**src/rtl/mouse_master_sm.sv**
```systemverilog
// mouse_master_sm: host-side PS/2 mouse sequencer.
// Runs the power-up handshake (reset, self-test, optional wheel unlock,
// enable reporting) and then assembles stream-mode movement packets.
// Build option: define MOUSE_WHEEL_EN to compile in the wheel-enable
// sequence, device-ID detection and 4-byte packets.
module mouse_master_sm #(
  parameter int unsigned STARTUP_CYCLES = 5000,
  parameter int unsigned TIMEOUT_CYCLES = 2_000_000
) (
  input  logic       CLK,
  input  logic       RESET,
  output logic       SEND_BYTE,
  output logic [7:0] BYTE_TO_SEND,
  input  logic       BYTE_SENT,
  output logic       READ_ENABLE,
  input  logic [7:0] BYTE_READ,
  input  logic [1:0] BYTE_ERROR_CODE,
  input  logic       BYTE_READY,
  output logic [7:0] MOUSE_STATUS,
  output logic [7:0] MOUSE_DX,
  output logic [7:0] MOUSE_DY,
  output logic [7:0] MOUSE_DZ,
  output logic       SEND_INTERRUPT,
  output logic       INIT_DONE,
  output logic       WHEEL_MODE
);

  localparam int unsigned MAXC = (TIMEOUT_CYCLES > STARTUP_CYCLES) ? TIMEOUT_CYCLES : STARTUP_CYCLES;
  localparam int unsigned CW   = $clog2(MAXC + 1);
  localparam logic [CW-1:0] STARTUP_LAST = CW'(STARTUP_CYCLES - 1);
  localparam logic [CW-1:0] TIMEOUT_LAST = CW'(TIMEOUT_CYCLES - 1);

`ifdef MOUSE_WHEEL_EN
  localparam logic [3:0] LAST_STEP = 4'd8;
  localparam logic [3:0] ID_STEP   = 4'd7;
`else
  localparam logic [3:0] LAST_STEP = 4'd1;
`endif

  typedef enum logic [2:0] {
    ST_STARTUP,
    ST_SEND,
    ST_WAIT_SENT,
    ST_WAIT_RESP,
    ST_STREAM_B0,
    ST_STREAM_B1,
    ST_STREAM_B2,
    ST_STREAM_B3
  } state_t;

  state_t        state_q, state_d;
  logic [3:0]    step_q, step_d;
  logic [1:0]    resp_q, resp_d;
  logic [CW-1:0] cnt_q, cnt_d;
  logic          send_q, send_d;
  logic [7:0]    tx_q, tx_d;
  logic [7:0]    sh0_q, sh0_d, sh1_q, sh1_d, sh2_q, sh2_d;
  logic [7:0]    status_q, status_d, dx_q, dx_d, dy_q, dy_d, dz_q, dz_d;
  logic          irq_q, irq_d;
  logic          done_q, done_d;
  logic          wheel_q, wheel_d;
  logic          tmo, restart, advance, rx_err;

  // Command byte issued at each initialisation step.
  function automatic logic [7:0] cmd_of(input logic [3:0] s);
`ifdef MOUSE_WHEEL_EN
    case (s)
      4'd0:    return 8'hFF;
      4'd1:    return 8'hF3;
      4'd2:    return 8'hC8;
      4'd3:    return 8'hF3;
      4'd4:    return 8'h64;
      4'd5:    return 8'hF3;
      4'd6:    return 8'h50;
      4'd7:    return 8'hF2;
      default: return 8'hF4;
    endcase
`else
    return (s == 4'd0) ? 8'hFF : 8'hF4;
`endif
  endfunction

  // Expected response byte r to the command of step s.
  function automatic logic [7:0] exp_of(input logic [3:0] s, input logic [1:0] r);
    if (s == 4'd0) begin
      case (r)
        2'd0:    return 8'hFA;
        2'd1:    return 8'hAA;
        default: return 8'h00;
      endcase
    end
    return 8'hFA;
  endfunction

  // Index of the final response byte of step s.
  function automatic logic [1:0] last_of(input logic [3:0] s);
    if (s == 4'd0) return 2'd2;
`ifdef MOUSE_WHEEL_EN
    if (s == ID_STEP) return 2'd1;
`endif
    return 2'd0;
  endfunction

  assign tmo    = (cnt_q == TIMEOUT_LAST);
  assign rx_err = (BYTE_ERROR_CODE != 2'b00);

  // Next-state, counter and output-register computation.
  always_comb begin
    state_d  = state_q;
    step_d   = step_q;
    resp_d   = resp_q;
    cnt_d    = cnt_q + CW'(1);
    send_d   = 1'b0;
    tx_d     = tx_q;
    sh0_d    = sh0_q;
    sh1_d    = sh1_q;
    sh2_d    = sh2_q;
    status_d = status_q;
    dx_d     = dx_q;
    dy_d     = dy_q;
    dz_d     = dz_q;
    irq_d    = 1'b0;
    done_d   = done_q;
    wheel_d  = wheel_q;
    restart  = 1'b0;
    advance  = 1'b0;

    case (state_q)
      ST_STARTUP: begin
        if (cnt_q == STARTUP_LAST) begin
          state_d = ST_SEND;
          cnt_d   = '0;
        end
      end
      ST_SEND: begin
        send_d  = 1'b1;
        tx_d    = cmd_of(step_q);
        state_d = ST_WAIT_SENT;
        cnt_d   = '0;
      end
      ST_WAIT_SENT: begin
        if (BYTE_SENT) begin
          state_d = ST_WAIT_RESP;
          resp_d  = '0;
          cnt_d   = '0;
        end else if (tmo) begin
          restart = 1'b1;
        end
      end
      ST_WAIT_RESP: begin
        if (BYTE_READY) begin
          if (rx_err) begin
            restart = 1'b1;
`ifdef MOUSE_WHEEL_EN
          end else if (step_q == ID_STEP && resp_q == 2'd1) begin
            // ID 0x03 unlocks the wheel; ID 0x00 falls back to 3-byte packets.
            if (BYTE_READ == 8'h03) begin
              wheel_d = 1'b1;
              advance = 1'b1;
            end else if (BYTE_READ == 8'h00) begin
              wheel_d = 1'b0;
              advance = 1'b1;
            end else begin
              restart = 1'b1;
            end
`endif
          end else if (BYTE_READ != exp_of(step_q, resp_q)) begin
            restart = 1'b1;
          end else if (resp_q == last_of(step_q)) begin
            advance = 1'b1;
          end else begin
            resp_d = resp_q + 2'd1;
            cnt_d  = '0;
          end
        end else if (tmo) begin
          restart = 1'b1;
        end
      end
      ST_STREAM_B0: begin
        // No timeout while idle between packets; bit3 marks a valid first byte.
        cnt_d = '0;
        if (BYTE_READY && !rx_err && BYTE_READ[3]) begin
          sh0_d   = BYTE_READ;
          state_d = ST_STREAM_B1;
        end
      end
      ST_STREAM_B1: begin
        if (BYTE_READY) begin
          cnt_d = '0;
          if (rx_err) begin
            state_d = ST_STREAM_B0;
          end else begin
            sh1_d   = BYTE_READ;
            state_d = ST_STREAM_B2;
          end
        end else if (tmo) begin
          state_d = ST_STREAM_B0;
          cnt_d   = '0;
        end
      end
      ST_STREAM_B2: begin
        if (BYTE_READY) begin
          cnt_d = '0;
          if (rx_err) begin
            state_d = ST_STREAM_B0;
          end else if (wheel_q) begin
            sh2_d   = BYTE_READ;
            state_d = ST_STREAM_B3;
          end else begin
            status_d = sh0_q;
            dx_d     = sh1_q;
            dy_d     = BYTE_READ;
            dz_d     = 8'h00;
            irq_d    = 1'b1;
            state_d  = ST_STREAM_B0;
          end
        end else if (tmo) begin
          state_d = ST_STREAM_B0;
          cnt_d   = '0;
        end
      end
      ST_STREAM_B3: begin
        if (BYTE_READY) begin
          cnt_d   = '0;
          state_d = ST_STREAM_B0;
          if (!rx_err) begin
            status_d = sh0_q;
            dx_d     = sh1_q;
            dy_d     = sh2_q;
`ifdef MOUSE_WHEEL_EN
            dz_d     = {{4{BYTE_READ[3]}}, BYTE_READ[3:0]};
`else
            dz_d     = 8'h00;
`endif
            irq_d    = 1'b1;
          end
        end else if (tmo) begin
          state_d = ST_STREAM_B0;
          cnt_d   = '0;
        end
      end
      default: state_d = ST_STARTUP;
    endcase

    // Any init fault re-issues the reset command without the power-up wait.
    if (restart) begin
      state_d = ST_SEND;
      step_d  = '0;
      resp_d  = '0;
      cnt_d   = '0;
      wheel_d = 1'b0;
      done_d  = 1'b0;
    end
    if (advance) begin
      cnt_d  = '0;
      resp_d = '0;
      if (step_q == LAST_STEP) begin
        state_d = ST_STREAM_B0;
        done_d  = 1'b1;
      end else begin
        step_d  = step_q + 4'd1;
        state_d = ST_SEND;
      end
    end
  end

  // State and output registers.
  always_ff @(posedge CLK or negedge RESET) begin
    if (!RESET) begin
      state_q  <= ST_STARTUP;
      step_q   <= '0;
      resp_q   <= '0;
      cnt_q    <= '0;
      send_q   <= 1'b0;
      tx_q     <= '0;
      sh0_q    <= '0;
      sh1_q    <= '0;
      sh2_q    <= '0;
      status_q <= '0;
      dx_q     <= '0;
      dy_q     <= '0;
      dz_q     <= '0;
      irq_q    <= 1'b0;
      done_q   <= 1'b0;
      wheel_q  <= 1'b0;
    end else begin
      state_q  <= state_d;
      step_q   <= step_d;
      resp_q   <= resp_d;
      cnt_q    <= cnt_d;
      send_q   <= send_d;
      tx_q     <= tx_d;
      sh0_q    <= sh0_d;
      sh1_q    <= sh1_d;
      sh2_q    <= sh2_d;
      status_q <= status_d;
      dx_q     <= dx_d;
      dy_q     <= dy_d;
      dz_q     <= dz_d;
      irq_q    <= irq_d;
      done_q   <= done_d;
      wheel_q  <= wheel_d;
    end
  end

  assign SEND_BYTE      = send_q;
  assign BYTE_TO_SEND   = tx_q;
  assign READ_ENABLE    = state_q inside {ST_WAIT_RESP, ST_STREAM_B0, ST_STREAM_B1,
                                          ST_STREAM_B2, ST_STREAM_B3};
  assign MOUSE_STATUS   = status_q;
  assign MOUSE_DX       = dx_q;
  assign MOUSE_DY       = dy_q;
  assign MOUSE_DZ       = dz_q;
  assign SEND_INTERRUPT = irq_q;
  assign INIT_DONE      = done_q;
  assign WHEEL_MODE     = wheel_q;

endmodule

```
**config.mk**
```make
export PLATFORM = sky130hd
export DESIGN_NAME = mouse_master_sm
export DESIGN_NICKNAME = d
export VERILOG_FILES = /design/src/rtl/mouse_master_sm.sv
export SDC_FILE = /design/constraint.sdc
export NUM_CORES = 1
export LEC_CHECK = 0
export CAP_MARGIN = 15
export CORE_ASPECT_RATIO = 0.7
export CORE_MARGIN = 2
export CORE_UTILIZATION = 48
export CTS_CLUSTER_SIZE = 10
export DETAILED_ROUTE_END_ITERATION = 6
export PLACE_DENSITY = 0.74
export RECOVER_POWER = 100
export REMOVE_ABC_BUFFERS = 1
export SLEW_MARGIN = 0
export SYNTH_ARGS = -nofsm -noshare
export SYNTH_HDL_FRONTEND = slang
export SYNTH_SLANG_ARGS = --single-unit
```
**constraint.sdc**
```tcl
create_clock -name CLK -period 2.6 [get_ports CLK]
set_clock_uncertainty 0.05 [all_clocks]
set_input_delay 0.52 -clock CLK [delete_from_list [all_inputs] [get_ports CLK]]
set_output_delay 0.52 -clock CLK [all_outputs]
set_load 0.005 [all_outputs]
```
==> flow_results.xml <==
<?xml version="1.0" encoding="UTF-8"?>
<metrics>
  <group name="setup_path">
    <metric name="r2r_start" unit="">cnt_q[11]</metric>
    <metric name="crit_family" unit="">buffers and inverters</metric>
    <metric name="setup.worst_path.start" unit="">BYTE_READY</metric>
    <metric name="critical_path_required" unit="ns">2.80</metric>
    <metric name="crit_path_cell_trace" unit="">clkdlybuf4s50_1 -&gt; inv_1 -&gt; nor3_1 -&gt; buf_4 -&gt; o2111a_2 -&gt; nor2_1 -&gt; or4_4 -&gt; o211ai_4 -&gt; buf_6 -&gt; buf_6 -&gt; buf_16 -&gt; nor2_1</metric>
    <metric name="critical_path_launch_point_type" unit="">input port</metric>
    <metric name="critical_path_fanout_max" unit="">5</metric>
    <metric name="critical_path_buf_inv_count" unit="">6</metric>
    <metric name="critPathSlowestCell" unit="">sky130_fd_sc_hd__clkdlybuf4s50_1</metric>
    <metric name="cp_slowest_stage_delay" unit="ns">0.52</metric>
    <metric name="worst-endpoint-arrival" unit="ns">2.84</metric>
    <metric name="endpoint" unit="">cnt_q[13]</metric>
    <metric name="r2r_end" unit="">cnt_q[13]</metric>
    <metric name="rrSetupSlack" unit="ns">-0.02</metric>
    <metric name="setup.worst_path.class" unit="">in2reg</metric>
    <metric name="critPathCaptureType" unit="">flop</metric>
    <metric name="worst_r2r_path_depth" unit="">9</metric>
    <metric name="crit_cells" unit="">12</metric>
  </group>
  <group name="floorplan">
    <metric name="io_pins" unit="">59</metric>
    <metric name="core_region_area" unit="sq um">7250</metric>
    <metric name="initial_core_util" unit="">0.493</metric>
    <metric name="rows" unit="">26</metric>
    <metric name="die_height" unit="microns">76.2</metric>
    <metric name="die_width" unit="microns">107</metric>
    <metric name="dieArea" unit="sq um">8170</metric>
  </group>
  <group name="synthesis">
    <metric name="synthesis.instances" unit="">338</metric>
    <metric name="netlist_area" unit="sq um">3580</metric>
    <metric name="yosysWarnings" unit="">0</metric>
    <metric name="synthArstFlopShare" unit="">1.00</metric>
    <metric name="synth_area_per_cell" unit="sq um">10.6</metric>
    <metric name="synthFlopType" unit="">sky130_fd_sc_hd__dfrtp_1</metric>
    <metric name="synth_edf_count" unit="">0</metric>
    <metric name="synthDistinctLibCells" unit="">40</metric>
    <metric name="synth_seq_cells" unit="">75</metric>
    <metric name="seq_total_area_yosys" unit="">0.524</metric>
  </group>
  <group name="sta">
    <metric name="slew_headroom" unit="">-0.200</metric>
    <metric name="rsz_0062_raised_after_global_routing" unit="">yes</metric>
    <metric name="max_freq" unit="GHz">0.378</metric>
    <metric name="setup_viol" unit="">20</metric>
    <metric name="period_needed" unit="ns">2.64</metric>
    <metric name="timing_worst_slew_pin_value" unit="ns">1.80</metric>
    <metric name="fin_max_slew_vios" unit="">76</metric>
    <metric name="finalHoldViolCount" unit="">0</metric>
    <metric name="layout_worst_path_cycle_share" unit="">1.02</metric>
    <metric name="layout_setup_ws" unit="ns">-0.0429</metric>
  </group>
  <group name="global_routing">
    <metric name="groute.usage.overall" unit="">0.226</metric>
    <metric name="grt_pass1_vias" unit="">2912</metric>
    <metric name="number_of_antenna_violations_at_the_first_check_in_global_routing" unit="">0</metric>
    <metric name="largest_net_degree_at_the_start_of_global_routing" unit="">76</metric>
    <metric name="grt_pass1_wl" unit="microns">14300</metric>
    <metric name="grt.overflow.total" unit="">0</metric>
  </group>
  <group name="hold_path">
    <metric name="timing.hold.worst.class" unit="">reg2reg</metric>
  </group>
  <group name="cells_and_area">
    <metric name="most_common_cell_after_layout_fill_and_taps_aside" unit="">sky130_fd_sc_hd__dfrtp_1</metric>
    <metric name="final_non_filler_cell_total" unit="">535</metric>
    <metric name="final_cell_mix" unit="">sky130_fd_sc_hd__dfrtp_1, sky130_fd_sc_hd__buf_4, sky130_fd_sc_hd__dlygate4sd3_1, sky130_fd_sc_hd__nor2_1, sky130_fd_sc_hd__nand2_1</metric>
    <metric name="seqCellArea" unit="sq um">1880</metric>
    <metric name="fill_cells" unit="">542</metric>
    <metric name="multi_input_comb_area" unit="sq um">1600</metric>
    <metric name="fin_util" unit="">0.661</metric>
    <metric name="post_route_cells_drive_above_1_share" unit="">0.256</metric>
    <metric name="antenna_cells_inserted" unit="">0</metric>
    <metric name="layout.nets" unit="">452</metric>
    <metric name="areaGrowthSynthToFinish" unit="%">34.0</metric>
  </group>
  <group name="place">
    <metric name="port_buffers" unit="">49</metric>
    <metric name="placed_instances" unit="">503</metric>
    <metric name="preCtsSetupSlack" unit="ns">-0.430</metric>
    <metric name="routabilityCongestion" unit="">0.900</metric>
    <metric name="detailed_place_hpwl" unit="microns">5320</metric>
  </group>
  <group name="routing">
    <metric name="drc" unit="">0</metric>
    <metric name="drt-pass1-iter-count" unit="">4</metric>
    <metric name="viasPerCell" unit="">5.24</metric>
    <metric name="detail_route.wl_per_cell" unit="microns">15.6</metric>
    <metric name="dr.first_iter.drc_count" unit="">203</metric>
    <metric name="drtAntennaViolNets" unit="">0</metric>
    <metric name="routed-via-count" unit="">2801</metric>
    <metric name="routed_wirelength" unit="microns">8330</metric>
  </group>
  <group name="run_status">
    <metric name="violations" unit="">capacitance limit, slew limit, setup timing</metric>
    <metric name="outcome" unit="">complete, but fails checks</metric>
  </group>
  <group name="clocking">
    <metric name="cts_buffer_count" unit="">9</metric>
    <metric name="insertion_delay" unit="ns">0.35</metric>
    <metric name="cts.sinks" unit="">75</metric>
    <metric name="max-clock-path-buffers" unit="">2</metric>
    <metric name="cts_hold_buffers" unit="">0</metric>
    <metric name="cts_tree" unit="">done</metric>
    <metric name="path_clk_slew" unit="ns">0.08</metric>
    <metric name="h-tree-depth" unit="">3</metric>
    <metric name="clk_root_buffer_cell" unit="">sky130_fd_sc_hd__clkbuf_8</metric>
  </group>
  <group name="pwr">
    <metric name="report.power.total" unit="mW">3.33</metric>
    <metric name="cellLeakagePower" unit="nW">2.33</metric>
    <metric name="peakVddDrop" unit="V">0.000330</metric>
    <metric name="power.density_cell_area" unit="nW/um^2">695</metric>
  </group>
  <group name="run">
    <metric name="max_cap_viol_count" unit="">1</metric>
  </group>
</metrics>
-- final cells by class --
class	instances	area share
repair buffers	100	0.196
inverters	12	0.00940
clock inverters	6	0.0146
flip-flops and latches	75	0.392
multi-input cells	234	0.335
clock buffers	10	0.0287
well taps	98	0.0256
-- where the power goes --
part	total [mW]	internal, mW	switching, mW
Combinational	1.13	0.628	0.501
Sequential	1.29	1.21	0.0779
Clock	0.913	0.477	0.436
-- how the worst min path moves through the flow --
stage | from | endpoint | slack (ns) | depth (start not counted)
6_report | sh0_q[3] | sh0_q[3] | 0.43 | 1
3_3_place_gp | sh0_q[3] | sh0_q[3] | 0.40 | 1
5_1_grt | sh0_q[3] | sh0_q[3] | 0.46 | 1
3_5_place_dp | sh0_q[3] | sh0_q[3] | 0.40 | 1
4_1_cts | RESET | SEND_INTERRUPT | 0.27 | 1
2_1_floorplan | RESET | BYTE_TO_SEND[3] | 0.17 | 0
-- state kept, by name, indices dropped and copies added, names as in the netlist --
| signal | flops |
|---|---|
| BYTE_TO_SEND | 2 |
| resp_q | 2 |
| MOUSE_STATUS | 8 |
| sh1_q | 8 |
| MOUSE_DX | 8 |
| SEND_BYTE | 1 |
| state_q | 3 |
| step_q | 4 |
| MOUSE_DY | 8 |
| INIT_DONE | 1 |
| SEND_INTERRUPT | 1 |
| cnt_q | 21 |
| sh0_q | 8 |
-- per-layer routing --
metal,GRT usage,wire length [microns],share of wire,up-vias
li1,-,-,-,1331
met1,0.307,3640,0.44,1340
met2,0.356,3950,0.47,110
met3,0.0633,561,0.067,20
met4,0.0623,180,0.022,0
met5,0,0,0,-
-- cell families after synthesis --
| kind of cell | share of synthesized area |
|---|---|
| AND/OR/NAND/NOR | 0.191 |
| adder cells (fa/ha/maj) | 0.0210 |
| multiplexers | 0.0972 |
| XOR/XNOR | 0.0514 |
| buffers and inverters | 0.0566 |
| AO/OA/AOI/OAI | 0.0573 |
| flip-flops | 0.524 |
| other | 0.00105 |
-- synthesized netlist by cell type (5+ instances only) --
| library cell | count | area, sq um |
|---|---|---|
| sky130_fd_sc_hd__and3_1 | 7 | 43.8 |
| sky130_fd_sc_hd__buf_4 | 17 | 128 |
| sky130_fd_sc_hd__clkbuf_1 | 8 | 30.0 |
| sky130_fd_sc_hd__dfrtp_1 | 75 | 1880 |
| sky130_fd_sc_hd__ha_1 | 6 | 75.1 |
| sky130_fd_sc_hd__inv_1 | 12 | 45.0 |
| sky130_fd_sc_hd__mux2_2 | 30 | 338 |
| sky130_fd_sc_hd__nand2_1 | 34 | 128 |
| sky130_fd_sc_hd__nand2b_1 | 14 | 87.6 |
| sky130_fd_sc_hd__nand3_1 | 17 | 85.1 |
| sky130_fd_sc_hd__nand4_1 | 8 | 50.1 |
| sky130_fd_sc_hd__nor2_1 | 33 | 124 |
| sky130_fd_sc_hd__o21ai_0 | 16 | 80.1 |
| sky130_fd_sc_hd__or4_1 | 5 | 37.5 |
| sky130_fd_sc_hd__xnor2_1 | 9 | 78.8 |
| sky130_fd_sc_hd__xor2_1 | 12 | 105 |
-- per-stage QoR --
| step | TNS (ns) | hold slack [ns] | cell area (sq um) |
|---|---|---|---|
| after floorplan | -3.77 | 0.174 | 3450 |
| after global placement | -9.37 | 0.395 | 4350 |
| after detailed placement | -9.90 | 0.404 | 4350 |
| after CTS | 0 | 0.274 | 4810 |
| after global routing | -2.66 | 0.458 | 4790 |
| final | -0.700 | 0.425 | 4790 |
-- what timing repair did --
item	CTS	global route
pin swaps	11	1
setup buffers	13	0
resized for setup	26	4
setup endpoints to repair	24	29
cloned	3	0
Power figures use the tool's default switching activity.
